[src/rtl/suma_pipe_flags_if.sv]
// Operand/result handshake bundle for the pipelined NZCV adder/subtractor.
// The master drives operands and takes results; the slave is the adder pipeline.
interface suma_pipe_flags_if #(
    parameter int M = 8
);
    logic         in_valid;
    logic         in_ready;
    logic         op;
    logic [M-1:0] a;
    logic [M-1:0] b;
    logic         out_valid;
    logic         out_ready;
    logic [M-1:0] r;
    logic         c;
    logic         n;
    logic         v;
    logic         z;

    modport master (
        output in_valid, op, a, b, out_ready,
        input  in_ready, out_valid, r, c, n, v, z
    );

    modport slave (
        input  in_valid, op, a, b, out_ready,
        output in_ready, out_valid, r, c, n, v, z
    );
endinterface

[src/rtl/suma_pipe_flags.sv]
// Pipelined M-bit add/sub with NZCV flags: one CHUNK-bit slice per stage, with the
// carry registered between stages and a global stall driven by output backpressure.
module suma_pipe_flags #(
    parameter int M     = 8,
    parameter int CHUNK = 4
) (
    input  logic                 clk,
    input  logic                 rst,
    suma_pipe_flags_if.slave     bus
);
    localparam int STAGES = M / CHUNK;

    logic         stall_s;
    logic         out_valid_r;
    logic [M-1:0] r_r;
    logic         c_r;
    logic         n_r;
    logic         v_r;
    logic         z_r;

    assign stall_s       = out_valid_r & ~bus.out_ready;
    assign bus.in_ready  = ~stall_s;
    assign bus.out_valid = out_valid_r;
    assign bus.r         = r_r;
    assign bus.c         = c_r;
    assign bus.n         = n_r;
    assign bus.v         = v_r;
    assign bus.z         = z_r;

    for (genvar k = 0; k < STAGES; k++) begin : g_stg
        localparam int LO = k * CHUNK;
        // operand bits still to be added when entering this stage
        localparam int HW = M - LO;

        logic [HW-1:0]         a_in_s;
        logic [HW-1:0]         b_in_s;
        logic                  op_in_s;
        logic                  cin_s;
        logic                  vin_s;
        logic [CHUNK-1:0]      b_eff_s;
        logic [CHUNK:0]        sum_s;
        logic [LO+CHUNK-1:0]   res_nxt_s;

        if (k == 0) begin : g_src
            assign a_in_s    = bus.a;
            assign b_in_s    = bus.b;
            assign op_in_s   = bus.op;
            assign cin_s     = bus.op;
            assign vin_s     = bus.in_valid;
            assign res_nxt_s = sum_s[CHUNK-1:0];
        end else begin : g_src
            assign a_in_s    = g_stg[k-1].g_mid.a_hi_r;
            assign b_in_s    = g_stg[k-1].g_mid.b_hi_r;
            assign op_in_s   = g_stg[k-1].g_mid.op_r;
            assign cin_s     = g_stg[k-1].g_mid.carry_r;
            assign vin_s     = g_stg[k-1].g_mid.valid_r;
            assign res_nxt_s = {sum_s[CHUNK-1:0], g_stg[k-1].g_mid.res_r};
        end

        assign b_eff_s = op_in_s ? ~b_in_s[CHUNK-1:0] : b_in_s[CHUNK-1:0];
        assign sum_s   = {1'b0, a_in_s[CHUNK-1:0]} + {1'b0, b_eff_s} + {{CHUNK{1'b0}}, cin_s};

        if (k < STAGES - 1) begin : g_mid
            logic [HW-CHUNK-1:0] a_hi_r;
            logic [HW-CHUNK-1:0] b_hi_r;
            logic [LO+CHUNK-1:0] res_r;
            logic                op_r;
            logic                carry_r;
            logic                valid_r;

            // Intermediate stage register: finished low slices, pending high operands, carry/op/valid.
            always_ff @(posedge clk or posedge rst) begin
                if (rst) begin
                    a_hi_r  <= '0;
                    b_hi_r  <= '0;
                    res_r   <= '0;
                    op_r    <= 1'b0;
                    carry_r <= 1'b0;
                    valid_r <= 1'b0;
                end else if (!stall_s) begin
                    a_hi_r  <= a_in_s[HW-1:CHUNK];
                    b_hi_r  <= b_in_s[HW-1:CHUNK];
                    res_r   <= res_nxt_s;
                    op_r    <= op_in_s;
                    carry_r <= sum_s[CHUNK];
                    valid_r <= vin_s;
                end
            end
        end else begin : g_last
            logic carry_msb_s;

            // carry into bit M-1 recovered from the MSB sum bit: s = a ^ b ^ cin
            assign carry_msb_s = a_in_s[CHUNK-1] ^ b_eff_s[CHUNK-1] ^ sum_s[CHUNK-1];

            // Output stage: result and NZCV update only when a finished beat arrives.
            always_ff @(posedge clk or posedge rst) begin
                if (rst) begin
                    out_valid_r <= 1'b0;
                    r_r         <= '0;
                    c_r         <= 1'b0;
                    n_r         <= 1'b0;
                    v_r         <= 1'b0;
                    z_r         <= 1'b0;
                end else if (!stall_s) begin
                    out_valid_r <= vin_s;
                    if (vin_s) begin
                        r_r <= res_nxt_s;
                        c_r <= sum_s[CHUNK];
                        n_r <= sum_s[CHUNK-1];
                        v_r <= carry_msb_s ^ sum_s[CHUNK];
                        z_r <= ~|res_nxt_s;
                    end
                end
            end
        end
    end
endmodule
[src/flat_wrapper.sv]
// flat-port wrapper written by rule: the top's interface ports become plain ports
module suma_pipe_flags_flat 
#(
    parameter int M     = 8,
    parameter int CHUNK = 4
)
  (clk, rst, bus_in_valid, bus_op, bus_a, bus_b, bus_out_ready, bus_in_ready, bus_out_valid, bus_r, bus_c, bus_n, bus_v, bus_z);
  suma_pipe_flags_if #(.M(M)) bus_i ();
  input  logic clk;
  input  logic rst;
  input wire logic [$bits(bus_i.in_valid)-1:0] bus_in_valid;
  input wire logic [$bits(bus_i.op)-1:0] bus_op;
  input wire logic [$bits(bus_i.a)-1:0] bus_a;
  input wire logic [$bits(bus_i.b)-1:0] bus_b;
  input wire logic [$bits(bus_i.out_ready)-1:0] bus_out_ready;
  output wire logic [$bits(bus_i.in_ready)-1:0] bus_in_ready;
  output wire logic [$bits(bus_i.out_valid)-1:0] bus_out_valid;
  output wire logic [$bits(bus_i.r)-1:0] bus_r;
  output wire logic [$bits(bus_i.c)-1:0] bus_c;
  output wire logic [$bits(bus_i.n)-1:0] bus_n;
  output wire logic [$bits(bus_i.v)-1:0] bus_v;
  output wire logic [$bits(bus_i.z)-1:0] bus_z;
  assign bus_i.in_valid = bus_in_valid;
  assign bus_i.op = bus_op;
  assign bus_i.a = bus_a;
  assign bus_i.b = bus_b;
  assign bus_i.out_ready = bus_out_ready;
  assign bus_in_ready = bus_i.in_ready;
  assign bus_out_valid = bus_i.out_valid;
  assign bus_r = bus_i.r;
  assign bus_c = bus_i.c;
  assign bus_n = bus_i.n;
  assign bus_v = bus_i.v;
  assign bus_z = bus_i.z;
  suma_pipe_flags #(.M(M), .CHUNK(CHUNK)) u_core (.clk(clk), .rst(rst), .bus(bus_i));
endmodule
[config.mk]
export PLATFORM = sky130hd
export DESIGN_NAME = suma_pipe_flags_flat
export DESIGN_NICKNAME = d
export VERILOG_FILES = /design/src/rtl/suma_pipe_flags_if.sv /design/src/rtl/suma_pipe_flags.sv /design/src/flat_wrapper.sv
export SDC_FILE = /design/constraint.sdc
export NUM_CORES = 1
export LEC_CHECK = 0
export ABC_AREA = 0
export CORE_MARGIN = 10
export CORE_UTILIZATION = 43
export DETAILED_ROUTE_END_ITERATION = 6
export GPL_TIMING_DRIVEN = 0
export PLACE_DENSITY = 0.74
export SYNTH_ARGS = -nofsm -noshare
export SYNTH_HDL_FRONTEND = slang
export SYNTH_SLANG_ARGS = --single-unit
[constraint.sdc]
create_clock -name clk -period 1.9 [get_ports clk]
set_input_delay 0.57 -clock clk [delete_from_list [all_inputs] [get_ports clk]]
set_output_delay 0.57 -clock clk [all_outputs]
set_load 0.03 [all_outputs]
==> results.yml <==
flow_run:
  maxCapViolations: 0
yosys:
  synth-compound-area-share_pct: 7.59
  ys_seq_area_share_pct: 48.8
  avgSynthCellArea_um2: 10.8
  synth.largest_area_cell: "dfrtp_1"
  yosysUniqueCellTypes: 23
  synthAdderAreaFrac_pct: 9.76
  synthXorXnorAreaFrac_pct: 8.22
  yosysWarnings: 0
  synthesis.nets: 158
  synth_seq_cells: 27
  synth_top_family_by_area: "simple AND/OR/NAND/NOR gates"
  muxShareOfSynthArea_pct: 8.67
  ys_top_cells_by_area: "dfrtp_1 49%, nand2_1 10%, mux2_2 6.5%"
  netlist_instances: 128
  synth-simple-area-share_pct: 13.7
  syn_area_um2: 1390
  yosysTopAreaCellShare_pct: 48.8
global_routing:
  grt_usage_pct: 10.4
  grt_overflow: 0
  grt_antenna_before_repair: 0
  grt_max_degree: 28
  grt_first_pass_wirelength_um: 5110
  grt_pass1_vias: 1093
sta:
  tns_ps: 0
  finClkSkew_ps: 6.02
  final-setup-viol-count: 0
  hold_viol_final: 0
  fin_crit_ps: 1900
  finalCritPeriodShare_pct: 100
  fmax_mhz: 526
  slew_headroom_pct: 34.9
  rsz0062_at_grt: "yes"
  slew_viol_final: 0
  tightest_slew_ps: 976
clock_network:
  insertion_delay_ps: 330
  cts_num_sinks: 27
  cts-htree-levels: 1
  clockRootBuffer: "clkbuf_4"
  cts_tree: "built"
  cts_buffer_depth: 2
  cts.clk_slew.worst_paths_ps: 140
  numCtsBuffers: 3
routing:
  totalWireLength_um: 3010
  viasPerCell: 4.67
  dr.pass1.iters: 4
  drt.antenna.violating_nets: 0
  drt_iter0_markers: 31
  drc: 0
  wire_per_inst_um: 13.8
  routed-via-count: 1019
floorplan:
  io_pins: 35
  die_w_um: 76.8
  start_util_pct: 45.0
  die_y_um: 76.8
  row_count: 20
  coreArea_um2: 3080
  die-area_um2: 5890
setup_path:
  startpoint: "u_core.g_stg[0].g_mid.op_r"
  start_kind: "register"
  cp.arrival_ps: 2130
  path_class: "register to register"
  rr_endpoint: "u_core.bus.v"
  worstPathRequired_ps: 2130
  crit_fanout: 4
  r2r_cells: 8
  endpoint: "u_core.bus.v"
  end_kind: "register"
  r2r-start: "u_core.g_stg[0].g_mid.op_r"
  regToRegSetupSlack_ps: 0.6
finish:
  regArea_um2: 677
  nFillCells: 262
  final_nets: 205
  multi_input_area_um2: 751
  syn_to_final_growth_pct: 40.7
  drive_gt1_share_pct: 26.4
  diodes: 0
  layout_common_cells: "37 x nand2_1, 26 x dfrtp_1, 16 x dlygate4sd2_1, 15 x clkdlybuf4s50_1, 11 x buf_4"
  fin_cells: 218
  layout_commonest_cell: "nand2_1"
pwr:
  leakage_uw: 0.000953
  irDropWorstVdd_v: 0.000372
  total_power_uw: 2230
  cellPowerDensity_nw_per_um2: 1140
placed_design:
  io_buffer_count: 34
  hpwl_um: 2270
  dp_cells: 206
  finalWeightedCongestion: 0.735
run_status:
  status: "complete, no violations"
hold_path:
  min_path_type: "register to register"
==> power by group <==
part	internal, uW	switching [uW]	total (uW)
logic	521	626	1150
clock network	79.1	168	247
registers	737	94.1	832
total	1340	889	2230
==> synthesized netlist by cell type <==
library cell  count
a21o_1            3
a21oi_1           4
a31oi_4           1
buf_1             2
buf_4             2
clkbuf_1          1
dfrtp_1          27
fa_1              3
ha_1              6
inv_1             4
inv_2             1
mux2_2            8
mux2_4            2
nand2_1          37
nand2b_1          2
nand3b_1          1
nor2_1            3
nor2b_4           1
nor4_1            1
o21ai_0           5
o41ai_2           1
xnor2_1           5
xor2_1            8
==> registers in the layout, indices dropped and copies added (netlist names) <==
name	flops
u_core.g_stg.g_mid.op_r	1
u_core.bus.c	1
u_core.g_stg.g_mid.a_hi_r	4
u_core.bus.n	1
u_core.g_stg.g_mid.carry_r	1
u_core.bus.v	1
u_core.bus.out_valid	1
u_core.g_stg.g_mid.res_r	4
u_core.g_stg.g_mid.valid_r	1
u_core.g_stg.g_mid.b_hi_r	4
u_core.bus.r	7
u_core.bus.z	1
==> per-stage QoR <==
stage,utilization (%),setup slack (ps),instance area (um2),hold slack (ps)
after floorplan,-,-14.5,1390,445
after global placement,58.1,-1060,1790,462
after detailed placement,58.1,-1070,1790,471
after CTS,61.2,1.20,1880,500
after global routing,63.3,-90.7,1950,518
final,63.3,0.586,1950,495
==> per-layer routing <==
layer | global-route usage, % | wire length (um) | vias to the layer above
li1 | - | - | 503
met1 | 11.1 | 1250 | 481
met2 | 18.0 | 1490 | 30
met3 | 3.26 | 216 | 5
met4 | 5.39 | 62 | 0
met5 | 0 | 0 | -
==> how the worst min path moves through the flow <==
stage                                       to  slack [ps]                            start  cells after the start
5_1_grt                           u_core.bus.z         520                     u_core.bus.z                      2
3_5_place_dp   u_core.g_stg[0].g_mid.a_hi_r[3]         470  u_core.g_stg[0].g_mid.a_hi_r[3]                      2
3_3_place_gp                      u_core.bus.z         460                     u_core.bus.z                      2
4_1_cts                           u_core.bus.z         500                     u_core.bus.z                      2
2_1_floorplan  u_core.g_stg[0].g_mid.a_hi_r[2]         450  u_core.g_stg[0].g_mid.a_hi_r[2]                      2
6_report                          u_core.bus.z         490                     u_core.bus.z                      2
==> cell type report <==
cell class                 count  share of cell area, %
clock buffer                   3                   1.16
buffer                         4                   1.54
multi-input combinational     91                   38.5
tap                           44                   2.83
inverter                       5                   1.09
timing repair buffer          43                   19.8
clock inverter                 1                  0.257
sequential                    27                   34.7
==> critical path, stage by stage, from the launching register on <==
cell and delay (ps):
dfrtp_2 470, xor2_2 170, fa_2 230, inv_2 40, fa_2 350, nand2b_4 160, a21oi_4 150, xor2_1 150
o21ai_1 70
==> logic make-up after synthesis <==
| kind of cell | count (synthesis) |
|---|---|
| simple gates | 45 |
| flops | 27 |
| compound gates | 14 |
| xor+xnor | 13 |
| buf+inv | 10 |
| mux | 10 |
| fa+ha+maj | 9 |
==> repair_timing <==
action / CTS / global route
hold buffers: 0 / 0
buffers inserted: 5 / 4
endpoints found under the setup margin: 22 / 5
resized for setup: 38 / 8
pin swaps: 6 / 7
No activity file was read; power rests on OpenSTA's default activity.
